## src/rtl/uart_rx_deserializer.sv

```systemverilog
// UART receive deserializer: synchronizes rxd, qualifies start bits on the 16x tick,
// samples mid-bit, assembles the word LSB first and reports parity/framing/break status.
module uart_rx_deserializer #(
  parameter int SYNC_STAGES  = 2,
  parameter int SAMPLE_POINT = 7
) (
  input  logic       clk,
  input  logic       rst,
  input  logic       tick16,
  input  logic       rxd,
  input  logic [1:0] wls,
  input  logic       pen,
  input  logic       eps,
  input  logic       stick_par,
  output logic [7:0] rx_data,
  output logic       rx_valid,
  output logic       parity_err,
  output logic       framing_err,
  output logic       break_int,
  output logic       rx_busy
);

  typedef enum logic [2:0] {
    S_IDLE, S_START, S_DATA, S_PARITY, S_STOP, S_WAIT_HIGH
  } state_t;

  localparam logic [3:0] SP = 4'(SAMPLE_POINT);

  state_t                 state_q, state_d;
  logic [SYNC_STAGES-1:0] sync_q, sync_d;
  logic                   rxd_s;
  logic [3:0]             s_cnt_q, s_cnt_d;
  logic [2:0]             bit_cnt_q, bit_cnt_d;
  logic [7:0]             shift_q, shift_d;
  logic                   par_bit_q, par_bit_d;
  logic [1:0]             wls_q, wls_d;
  logic                   pen_q, pen_d, eps_q, eps_d, stick_q, stick_d;
  logic [7:0]             rx_data_q, rx_data_d;
  logic                   rx_valid_q, rx_valid_d;
  logic                   parity_err_q, parity_err_d;
  logic                   framing_err_q, framing_err_d;
  logic                   break_int_q, break_int_d;
  logic                   mid_bit;
  logic [2:0]             last_bit;
  logic                   exp_par;

  assign sync_d[0] = rxd;
  genvar gi;
  generate
    for (gi = 1; gi < SYNC_STAGES; gi++) begin : g_sync
      assign sync_d[gi] = sync_q[gi-1];
    end
  endgenerate
  assign rxd_s = sync_q[SYNC_STAGES-1];

  // Bit centres fall 16 ticks after the qualified start-bit midpoint.
  assign mid_bit  = tick16 && (s_cnt_q == 4'd15);
  assign last_bit = {1'b0, wls_q} + 3'd4;
  assign exp_par  = stick_q ? ~eps_q : (eps_q ? ^shift_q : ~^shift_q);

  always_ff @(posedge clk or negedge rst) begin
    if (!rst) begin
      state_q       <= S_IDLE;
      sync_q        <= '1;
      s_cnt_q       <= '0;
      bit_cnt_q     <= '0;
      shift_q       <= '0;
      par_bit_q     <= 1'b0;
      wls_q         <= '0;
      pen_q         <= 1'b0;
      eps_q         <= 1'b0;
      stick_q       <= 1'b0;
      rx_data_q     <= '0;
      rx_valid_q    <= 1'b0;
      parity_err_q  <= 1'b0;
      framing_err_q <= 1'b0;
      break_int_q   <= 1'b0;
    end else begin
      state_q       <= state_d;
      sync_q        <= sync_d;
      s_cnt_q       <= s_cnt_d;
      bit_cnt_q     <= bit_cnt_d;
      shift_q       <= shift_d;
      par_bit_q     <= par_bit_d;
      wls_q         <= wls_d;
      pen_q         <= pen_d;
      eps_q         <= eps_d;
      stick_q       <= stick_d;
      rx_data_q     <= rx_data_d;
      rx_valid_q    <= rx_valid_d;
      parity_err_q  <= parity_err_d;
      framing_err_q <= framing_err_d;
      break_int_q   <= break_int_d;
    end
  end

  always_comb begin
    state_d = state_q;
    case (state_q)
      S_IDLE:      if (!rxd_s) state_d = S_START;
      S_START:     if (tick16 && s_cnt_q == SP) state_d = rxd_s ? S_IDLE : S_DATA;
      S_DATA:      if (mid_bit && bit_cnt_q == last_bit) state_d = pen_q ? S_PARITY : S_STOP;
      S_PARITY:    if (mid_bit) state_d = S_STOP;
      S_STOP:      if (mid_bit) state_d = rxd_s ? S_IDLE : S_WAIT_HIGH;
      S_WAIT_HIGH: if (rxd_s) state_d = S_IDLE;
      default:     state_d = S_IDLE;
    endcase
  end

  always_comb begin
    s_cnt_d   = s_cnt_q;
    bit_cnt_d = bit_cnt_q;
    shift_d   = shift_q;
    par_bit_d = par_bit_q;
    wls_d     = wls_q;
    pen_d     = pen_q;
    eps_d     = eps_q;
    stick_d   = stick_q;
    if (state_q == S_IDLE) begin
      if (!rxd_s) begin
        s_cnt_d   = '0;
        bit_cnt_d = '0;
        shift_d   = '0;
        par_bit_d = 1'b0;
        wls_d     = wls;
        pen_d     = pen;
        eps_d     = eps;
        stick_d   = stick_par;
      end
    end else if (tick16 && state_q != S_WAIT_HIGH) begin
      s_cnt_d = s_cnt_q + 4'd1;
      if (state_q == S_START && s_cnt_q == SP) begin
        s_cnt_d   = '0;
        bit_cnt_d = '0;
      end
      if (state_q == S_DATA && s_cnt_q == 4'd15) begin
        shift_d[bit_cnt_q] = rxd_s;
        bit_cnt_d          = bit_cnt_q + 3'd1;
      end
      if (state_q == S_PARITY && s_cnt_q == 4'd15) par_bit_d = rxd_s;
    end
  end

  always_comb begin
    rx_valid_d    = (state_q == S_STOP) && mid_bit;
    rx_data_d     = rx_data_q;
    parity_err_d  = parity_err_q;
    framing_err_d = framing_err_q;
    break_int_d   = break_int_q;
    if (rx_valid_d) begin
      rx_data_d     = shift_q;
      parity_err_d  = pen_q && (par_bit_q != exp_par);
      framing_err_d = ~rxd_s;
      break_int_d   = ~rxd_s && (shift_q == 8'h00) && !(pen_q && par_bit_q);
    end
  end

  assign rx_data     = rx_data_q;
  assign rx_valid    = rx_valid_q;
  assign parity_err  = parity_err_q;
  assign framing_err = framing_err_q;
  assign break_int   = break_int_q;
  assign rx_busy     = (state_q != S_IDLE);

endmodule

```

## config.mk

```make
export PLATFORM = sky130hd
export DESIGN_NAME = uart_rx_deserializer
export DESIGN_NICKNAME = d
export VERILOG_FILES = /design/src/rtl/uart_rx_deserializer.sv
export SDC_FILE = /design/constraint.sdc
export NUM_CORES = 1
export LEC_CHECK = 0
export CAP_MARGIN = 25
export CORE_MARGIN = 10
export CORE_UTILIZATION = 40
export CTS_CLUSTER_DIAMETER = 200
export DETAILED_ROUTE_END_ITERATION = 6
export PLACE_DENSITY = 0.71
export RECOVER_POWER = 100
export SYNTH_ARGS = -nofsm -noshare
export SYNTH_HDL_FRONTEND = slang
export SYNTH_SLANG_ARGS = --single-unit
```

## constraint.sdc

```tcl
create_clock -name clk -period 2.1 [get_ports clk]
set_clock_uncertainty 0.15 [all_clocks]
set_input_delay 0.315 -clock clk [delete_from_list [all_inputs] [get_ports clk]]
set_output_delay 0.315 -clock clk [all_outputs]
set_load 0.1 [all_outputs]
```

**Word level (Yosys, flattened, before mapping)**

Index checks and enable logic that the tools add are counted.

- $add $sub $neg: 3
- Magnitude comparators: 2
- Equal/unequal tests: 16
- Mux-type cells: 32
- Bitwise operators: 2
- Reduce and logical (&&, ||, !) cells: 29

Operator list:

| cell | count |
|---|---|
| 2-to-1 mux 3 bit | 13 |
| 2-to-1 mux 8 bit | 4 |
| case mux 3 bit (6 select lines) | 1 |
| 2-to-1 mux 4 bit | 4 |
| logical AND 1 bit | 13 |
| inequality test 2 bit, second input constant | 6 |
| AND reduction 3 bit | 3 |
| bitwise mux 8 bit | 1 |
| zero test 8 bit | 1 |
| XNOR reduction 8 bit | 1 |
| XOR reduction 8 bit | 1 |
| 2-to-1 mux 1 bit | 7 |
| equality test 3 x 2 -> 1 bit, second input constant | 2 |
| equality test 3 bit, second input constant | 2 |
| AND reduction 6 bit | 1 |
| nonzero test 2 bit | 3 |
| nonzero test 3 bit | 2 |
| adder 4 x 1 -> 4 bit, second input constant | 1 |
| equality test 4 x 3 -> 1 bit, second input constant | 1 |
| equality test 4 bit, second input constant | 1 |
| < comparator 3 x 4 -> 1 bit, second input constant | 1 |
| AND reduction 2 bit | 2 |
| adder 2 x 3 -> 3 bit, second input constant | 1 |
| adder 3 x 1 -> 3 bit, second input constant | 1 |
| 10 further kinds | 11 |

- Register bits: 38
- Input bits: 9
- Output and inout port bits: 13
- Word-level logic and storage cells: 99

**Longest topological paths before layout**

Gate-level depths: netlist (run 1).

- Word-level depth: 8
- Depth in mapped cells: 7
- Depth with buffers taken out: 7

**Worst setup path before layout (run 1)**

No wires, ideal clock.

- Path kind: register -> register
- Start point: register state_q[2]
- End point: register eps_q
- Library setup time: 128 ps
- Arrival time: 1794 ps
- Data required time: 1822 ps
- Setup slack: 28 ps
- Cell stages (with the launch flop): 6
- Path buffers: 1
- Cell sequence: dfrtp_1 buf_2 nor3_2 inv_2 nor2_2 mux2_1

- Word-level cells in the longest chain between the ends: 2

RTL lines:

| element | RTL line | source |
|---|---|---|
| start: declaration | 29 | `state_t state_q, state_d;` |
| start signal: assignment | 79 | `state_q <= state_d;` |
| zero test 3 bit | 119 | `if (state_q == S_IDLE) begin` |
| AND reduction 2 bit (no line) | -- |  |
| end signal: assignment | 87 | `eps_q <= eps_d;` |
| end: declaration | 37 | `logic pen_q, pen_d, eps_q, eps_d, stick_q, stick_d;` |

Every way passes these cells.
A chain may end at the register's enable or synchronous reset.

**Worst setup path in the final report (run 1)**

- Start point: register state_q[0]
- End point: register bit_cnt_q[2]

- Word-level cells in the longest chain between the ends: 5

RTL lines:

| element | RTL line | source |
|---|---|---|
| equality test 3 x 2 -> 1 bit | 136 | `if (state_q == S_DATA && s_cnt_q == 4'd15) begin` |
| logical AND 1 bit | 136 |  |
| 2-to-1 mux 3 bit | 136 |  |
| 2-to-1 mux 3 bit | 130 | `end else if (tick16 && state_q != S_WAIT_HIGH) begin` |
| 2-to-1 mux 3 bit | 119 |  |
| end signal: assignment | 82 | `bit_cnt_q <= bit_cnt_d;` |
| end: declaration | 33 | `logic [2:0] bit_cnt_q, bit_cnt_d;` |

Parallel ways exist; a longest one is shown, timed or not. The select of a mux whose other input is x is not followed.

==> flow_summary_export.csv, run 1 <==
group,metric,value,unit
status,status,"finished, final reports clean",
floorplanning,ios,22,
final_layout,drive_gt1_share,16.3,%
clock_network,cts_buffers,5,
synthesis,synth_area_leaders,"dfrtp_1, nand2_1, o21ai_1",
floorplanning,die-area,8030,sq um
clock_network,path_clk_slew,70,ps
detailed_routing,vias_per_cell,5.00,
clock_network,cts_tree,"built",
clock_network,post_cts_buffers,0,
critical_path,crit_chain,"or3_1 > a21oi_1 > nor2_2 > or2_0 > o31ai_2",
detailed_routing,postRouteAntennaNets,0,
critical_path,setup.worst_path.end_class,"flop",
synthesis,syn-instance-count,204,
grt,first_global_vias,1440,
critical_path,cp_max_fo,11,
grt,gr-usage-all-layers,10.3,%
synthesis,synthDistinctLibCells,44,
final_layout,nNetsFinal,247,
clock_network,clock-sinks,38,
synthesis,synth_top_area_share,46.5,%
synthesis,syn_area,1940,sq um
sta,finalCriticalPeriod,2010,ps
final_layout,syn2layout_area_growth,17.6,%
sta,finalSetupViolCount,0,
final_layout,instances_no_fill,300,
detailed_routing,drt_iter0_drc,94,
clock_network,cts_buffer_depth,2,
sta,maxSlewHeadroom,39.4,%
grt,antenna_found_initial,0,
floorplanning,fp-row-count,25,
critical_path,crit_slowest_cell,"dfrtp_1",
critical_path,cpLargestDelayFamily,"simple AND/OR/NAND/NOR gates",
floorplanning,core,4720,sq um
grt,gr-total-overflow,0,
detailed_routing,drt-total-wl,3900,um
sta,finalHoldViolCount,0,
final_layout,antenna_cells,0,
sta,finalMaxSlewViolations,0,
sta,tightest_slew,909,ps
grt,grt_max_degree,39,
clock_network,clock_latency,300,ps
clock_network,cts_resized,0,
floorplanning,die_y,89.6,um
detailed_routing,num_vias,1501,
detailed_routing,first_pass_iters,4,
detailed_routing,drc_errors,0,
placed_design,dp.cells,291,
synthesis,syn_avg_cell_area,9.50,sq um
hold_path,hp-class,"flop to flop",
grt,grt_pass1_wl,6440,um
synthesis,ys_seq_area_share,49.2,%
power_and_ir_drop,leakagePower,1.01,nW
final_layout,mostFrequentLayoutCells,"dfrtp_1, nand2_1, o21ai_0",
critical_path,crit_type,"flop to flop",
sta,rsz0062_at_grt,"false",
synthesis,synth_top_cell_by_area,"dfrtp_1",
sta,fmax,499,MHz
critical_path,arrival,2060,ps
floorplanning,start_util,41.0,%
final_layout,mostFrequentLayoutCell,"dfrtp_1",
placed_design,port_buffers,21,
placed_design,dpl.hpwl,2930,um
placed_design,gp_congestion,0.823,
clock_network,root_buffer,"clkbuf_8",
sta,period_share,95.5,%
synthesis,synth_nets,219,
synthesis,ys_seq_elements,38,
detailed_routing,wire_per_inst,13.0,um
floorplanning,die_w,89.6,um
power_and_ir_drop,powerDensity,1080,nW/um^2
flow_run,maxCapViolCount,0,
critical_path,crit_path_start_kind,"flop",
power_and_ir_drop,vdd_drop_max,0.000507,V
final_layout,final.fill_count,464,
critical_path,critical_path_required,2160,ps
critical_path,slowest_delay,500,ps
clock_network,htreeDepth,2,
sta,tns,0,ps
synthesis,synth_warnings,0,
critical_path,crit_buf_inv,0,
==> through the flow <==
stage	util [%]	hold slack (ps)	setup WS, ps	cell area (sq um)	total power [mW]
floorplan	-	-131	28.1	1940	1.69
global placement	47.4	197	97.2	2240	1.90
detailed placement	47.4	198	87.0	2240	1.93
CTS	50.0	210	197	2360	2.56
global route	48.2	218	0.171	2280	2.64
finish	48.2	208	94.6	2280	2.47
==> flip-flops by register name, summed over array words and instances (netlist names) <==
name / count
stick_q: 1
sync_q: 2
parity_err: 1
framing_err: 1
pen_q: 1
shift_q: 8
eps_q: 1
bit_cnt_q: 3
break_int: 1
state_q: 3
rx_data: 8
rx_valid: 1
par_bit_q: 1
s_cnt_q: 4
wls_q: 2
==> layer usage <==
layer / share of wire, % / up-vias / global-route usage, %
met5: 0 / - / 0
li1: - / 762 / -
met1: 47 / 707 / 12.9
met3: 7.0 / 6 / 3.43
met4: 1.4 / 0 / 4.19
met2: 44 / 26 / 15.9
==> worst reg2reg max path, cell delays in order, from the launching register on <==
cell and delay (ps):
dfrtp_1 500, or3_1 410, a21oi_1 270, nor2_2 80, or2_0 280, o31ai_2 220
==> what timing repair did <==
item,CTS,global route
setup endpoints to repair,0,0
hold buffers,1,0
endpoints found under the hold margin,36,0
==> final timing paths <==
check	from	to	slack, ps	cells past startpoint
hold reg to reg	sync_q[0]	sync_q[1]	210	0
min in group asynchronous	rst	break_int	610	3
setup reg to reg	state_q[0]	bit_cnt_q[2]	90	5
setup / recovery	state_q[0]	bit_cnt_q[2]	90	5
hold / removal	sync_q[0]	sync_q[1]	210	0
max in group asynchronous	rst	bit_cnt_q[0]	630	3
==> cell type report <==
type                       count  area [sq um]  area share, %
clock buffer                   5          68.8           3.02
clock inverter                 3          45.0           1.98
inverter                      13          48.8           2.14
multi-input combinational    143           866           38.0
sequential                    38           953           41.8
tap                           67          83.8           3.68
timing repair buffer          31           213           9.34
==> cell families (layout without fill, tap and decap cells) <==
family / after synthesis / after routing / synth area share, %
xor gates and xnor gates: 8 / 8 / 3.62
DFF: 38 / 38 / 49.2
AOI/OAI and AO/OA: 55 / 55 / 17.2
and+or+nand+nor: 69 / 69 / 18.2
muxes: 5 / 5 / 2.84
buffers and inverters: 23 / 52 / 5.04
adders and majority gates: 6 / 6 / 3.87
==> power by group <==
part	switching (mW)	internal, mW
clock network	0.272	0.353
logic	0.465	0.338
registers	0.168	0.873
total	0.905	1.56
==> Yosys cell counts, drive strengths merged <==
cell and number:
a21boi 2, a21oi 9, a22o 1, a31oi 2
and4b 1, buf 4, clkbuf 6, dfrtp 36
dfstp 2, ha 6, inv 13, mux2 4
mux2i 1, nand2 28, nand2b 4, nand3 5
nand3b 2, nand4 2, nand4b 1, nor2 13
nor2b 5, nor3 3, nor4 1, nor4b 1
o2111ai 1, o21ai 30, o21bai 1, o221a 1
o22ai 2, o31a 1, o31ai 5, or2 1
or3 2, xnor2 7, xor2 1
(Power assumes the default switching activity.)
==> run 2, diff against run 1 <==
Settings changed: CORE_UTILIZATION 40 to 50, HOLD_SLACK_MARGIN set to 0.15, PLACE_DENSITY 0.71 to 0.83.
==> flow_summary_export.csv, run 2 (synthesis gave the netlist of run 1 again) <==
group,metric,value,unit
detailed_routing,first_pass_iters,4,
power_and_ir_drop,leakagePower,1.01,nW
power_and_ir_drop,power_switching,0.894,mW
critical_path,arrival,1920,ps
sta,finalSetupViolCount,0,
placed_design,dpl.hpwl,2810,um
sta,tns,0,ps
detailed_routing,drc_errors,0,
final_layout,multi_input_comb_area,888,sq um
grt,grt_pass1_wl,6320,um
power_and_ir_drop,power.total,2.48,mW
final_layout,register_area,953,sq um
clock_network,clock-sinks,38,
hold_path,hp-class,"flop to flop",
power_and_ir_drop,pwr-share-comb,33.7,%
final_layout,antenna_cells,0,
flow_run,maxCapViolCount,0,
grt,antenna_found_initial,0,
placed_design,gp_congestion,0.836,
clock_network,post_cts_buffers,0,
sta,worst_slack,197,ps
final_layout,nNetsFinal,246,
floorplanning,ios,22,
clock_network,cts_buffer_depth,2,
power_and_ir_drop,powerDensity,1090,nW/um^2
grt,gr-usage-all-layers,11.9,%
sta,maxSlewHeadroom,39.4,%
power_and_ir_drop,intPower,1.59,mW
sta,period_share,90.6,%
critical_path,crit_path_start_kind,"flop",
detailed_routing,postRouteAntennaNets,0,
final_layout,mostFrequentLayoutCell,"dfrtp_1",
floorplanning,die-area,6770,sq um
power_and_ir_drop,clockPowerShare,24.2,%
power_and_ir_drop,seqPwrFrac,42.1,%
critical_path,crit_type,"flop to flop",
clock_network,path_clk_slew,60,ps
final_layout,final.fill_count,336,
floorplanning,start_util,52.2,%
floorplanning,core,3720,sq um
floorplanning,die_y,82.3,um
grt,grt_max_degree,39,
sta,finalCriticalPeriod,1900,ps
placed_design,port_buffers,21,
detailed_routing,vias_per_cell,5.48,
grt,gr-total-overflow,0,
final_layout,mostFrequentLayoutCells,"dfrtp_1, nand2_1, o21ai_0",
clock_network,cts_tree,"built",
final_layout,syn2layout_area_growth,17.4,%
critical_path,critical_path_required,2120,ps
sta,tightest_slew,909,ps
critical_path,crit_chain,"nor3_1 > inv_2 > nor2_2 > mux2_1",
sta,finalMaxSlewViolations,0,
grt,first_global_vias,1456,
critical_path,cp_max_fo,10,
detailed_routing,wire_per_inst,13.3,um
critical_path,slowest_delay,500,ps
power_and_ir_drop,vdd_drop_max,0.000741,V
critical_path,setup.worst_path.end_class,"flop",
critical_path,crit_slowest_cell,"dfrtp_1",
clock_network,root_buffer,"clkbuf_8",
detailed_routing,drt_iter0_drc,52,
floorplanning,die_w,82.3,um
detailed_routing,drt-total-wl,3720,um
placed_design,post-place-ws,73.9,ps
clock_network,clock_latency,290,ps
placed_design,dp.cells,271,
sta,rsz0062_at_grt,"false",
clock_network,cts_buffers,5,
power_and_ir_drop,swShare,36.0,%
final_layout,instances_no_fill,280,
sta,fmax,525,MHz
sta,finalHoldViolCount,0,
floorplanning,fp-row-count,22,
status,status,"finished, final reports clean",
final_layout,drive_gt1_share,17.2,%
clock_network,htreeDepth,2,
detailed_routing,num_vias,1533,
[run 2: cell types whose count changed in the layout (fill, tap and decap cells not counted), sizes merged]
| cell | change |
|---|---|
| buf | -2 |
| clkbuf | +1 |
| clkinv | +2 |
| clkinvlp | -2 |
[run 2: cell type report]
| class | instances | area share [%] |
|---|---|---|
| Clock buffer | 5 | 3.03 |
| Clock inverter | 3 | 1.76 |
| Inverter | 13 | 2.15 |
| Multi-Input combinational cell | 143 | 39.1 |
| Sequential cell | 38 | 41.9 |
| Tap cell | 48 | 2.64 |
| Timing Repair Buffer | 30 | 9.46 |
[run 2: power groups by stage]
stage	clock network, mW	logic [mW]	registers, mW
2_1_floorplan	0	0.704	0.984
4_1_cts	0.609	0.843	1.05
6_report	0.602	0.836	1.05
3_3_place_gp	0	0.821	1.06
5_1_grt	0.637	0.940	1.07
3_5_place_dp	0	0.837	1.06
[run 2: critical path, delay by kind of cell (launching register included)]
family                 cells  cell delay, ps
and+or+nand+nor            2             660
DFF                        1             500
muxes                      1             360
buffers and inverters      1             110
[run 2: repair_timing]
item,CTS,global route
endpoints found under the setup margin,0,2
hold endpoints to repair,36,0
resized for setup,0,1
hold buffers,1,0
[run 2: path summary, 6_finish.rpt]
path | startpoint | endpoint | slack (ps) | depth (start not counted)
min | sync_q[0] | sync_q[1] | 210 | 0
min reg2reg | sync_q[0] | sync_q[1] | 210 | 0
min in group asynchronous | rst | shift_q[6] | 530 | 2
max in group asynchronous | rst | s_cnt_q[1] | 710 | 2
max | state_q[2] | wls_q[0] | 200 | 4
max reg2reg | state_q[2] | wls_q[0] | 200 | 4
[run 2: per-layer routing]
metal / vias up / part of all wire (%) / GRT usage, %
met5: - / 0 / 0
met4: 0 / 2.0 / 4.59
met3: 11 / 7.4 / 3.78
met2: 43 / 45 / 19.8
met1: 721 / 46 / 14.0
li1: 758 / - / -
[run 2: through the flow]
stage               utilization [%]  hold WS [ps]  cell area [sq um]
global placement               59.1           195               2190
CTS                            62.3           209               2310
finish                         61.2           207               2270
floorplan                         -          -131               1940
global route                   61.2           218               2270
detailed placement             59.1           199               2190
==> run 3, diff against run 2 <==
Settings changed: CORE_UTILIZATION 50 to 45, PLACE_DENSITY 0.83 to 0.77.
==> flow_summary_export.csv, run 3 (synthesis gave the netlist of run 1 again) <==
group,metric,value,unit
status,status,"finished, final reports clean",
detailed_routing,drc_errors,0,
critical_path,cp_max_fo,12,
sta,maxSlewHeadroom,39.6,%
floorplanning,core,4090,sq um
clock_network,cts_tree,"built",
final_layout,syn2layout_area_growth,15.6,%
detailed_routing,wire_per_inst,13.6,um
floorplanning,die_w,85.6,um
final_layout,mostFrequentLayoutCell,"dfrtp_1",
clock_network,cts_buffer_depth,2,
critical_path,critical_path_required,2150,ps
detailed_routing,drt-total-wl,3830,um
detailed_routing,drt_iter0_drc,63,
clock_network,path_clk_slew,80,ps
detailed_routing,postRouteAntennaNets,0,
sta,finalSetupViolCount,0,
sta,tns,0,ps
placed_design,dpl_cell_area,2200,sq um
power_and_ir_drop,vdd_drop_max,0.000538,V
clock_network,htreeDepth,2,
grt,grt_max_degree,39,
final_layout,mostFrequentLayoutCells,"dfrtp_1, nand2_1, o21ai_0",
sta,finalHoldViolCount,0,
detailed_routing,dr_wl_met3,268,um
grt,gr-usage-all-layers,10.9,%
placed_design,dp.cells,272,
critical_path,crit_path_start_kind,"flop",
critical_path,setup.worst_path.end_class,"flop",
detailed_routing,num_vias,1492,
power_and_ir_drop,powerDensity,1070,nW/um^2
detailed_routing,vias_per_cell,5.31,
grt,gr-total-overflow,0,
final_layout,drive_gt1_share,15.6,%
clock_network,clock_latency,300,ps
final_layout,nNetsFinal,245,
floorplanning,die-area,7330,sq um
sta,timing.hold.ws,208,ps
sta,worst_slack,156,ps
hold_path,hp-class,"flop to flop",
placed_design,gp_congestion,0.812,
sta,fmax,514,MHz
final_layout,register_area,953,sq um
sta,finalMaxSlewViolations,0,
grt,grt_pass1_wl,6640,um
clock_network,post_cts_buffers,0,
placed_design,dpl.hpwl,2850,um
placed_design,port_buffers,21,
critical_path,crit_type,"flop to flop",
grt,antenna_found_initial,0,
power_and_ir_drop,power.total,2.40,mW
placed_design,post-place-ws,102,ps
detailed_routing,wl_met2,1710,um
clock_network,root_buffer,"clkbuf_8",
sta,tightest_slew,905,ps
final_layout,instances_no_fill,281,
sta,period_share,92.6,%
final_layout,multi_input_comb_area,870,sq um
clock_network,clock-sinks,38,
final_layout,final.fill_count,394,
floorplanning,start_util,47.4,%
detailed_routing,met1_length,1780,um
power_and_ir_drop,leakagePower,0.999,nW
final_layout,fin_util,54.8,%
clock_network,ctsHoldBuffers,1,
clock_network,cts_buffers,5,
final_layout,antenna_cells,0,
detailed_routing,highest_layer,"met4",
critical_path,arrival,1990,ps
floorplanning,ios,22,
final_layout,final_cell_area,2240,sq um
floorplanning,fp-row-count,23,
clock_network,cts_resized,0,
sta,finalCriticalPeriod,1940,ps
floorplanning,die_y,85.6,um
critical_path,r2r_setup_slack,160,ps
flow_run,maxCapViolCount,0,
detailed_routing,first_pass_iters,4,
grt,first_global_vias,1509,
sta,rsz0062_at_grt,"false",
==> run 3: worst max-delay path: stages, from the launching register on <==
cell,delay (ps)
dfrtp_1,500
or3_1,460
a21oi_4,180
nor2_1,80
or2_4,270
o31ai_1,200
==> run 3: cell type report <==
type | count | area share [%]
tap | 50 | 2.79
multi-input combinational | 143 | 38.8
inverter | 13 | 2.18
timing repair buffer | 29 | 9.44
sequential | 38 | 42.5
clock inverter | 2 | 0.558
clock buffer | 6 | 3.69
==> run 3: power by group <==
group	switching, mW	internal, mW	total, mW
Combinational	0.448	0.355	0.803
Clock	0.263	0.264	0.527
Sequential	0.193	0.872	1.07
==> run 3: worst paths after layout <==
| check | startpoint | endpoint | depth (start not counted) |
|---|---|---|---|
| worst max-delay path | state_q[0] | s_cnt_q[3] | 5 |
| worst min-delay path | sync_q[0] | sync_q[1] | 0 |
| worst max register to register | state_q[0] | s_cnt_q[3] | 5 |
| worst min register to register | sync_q[0] | sync_q[1] | 0 |
| max in group asynchronous | rst | shift_q[3] | 2 |
| min in group asynchronous | rst | wls_q[0] | 2 |
==> run 3: per-layer routing <==
layer  vias to the layer above  GRT usage (%)
met2                        47           17.8
li1                        758              -
met1                       679           12.2
met3                         8           4.54
met4                         0           4.94
met5                         -              0
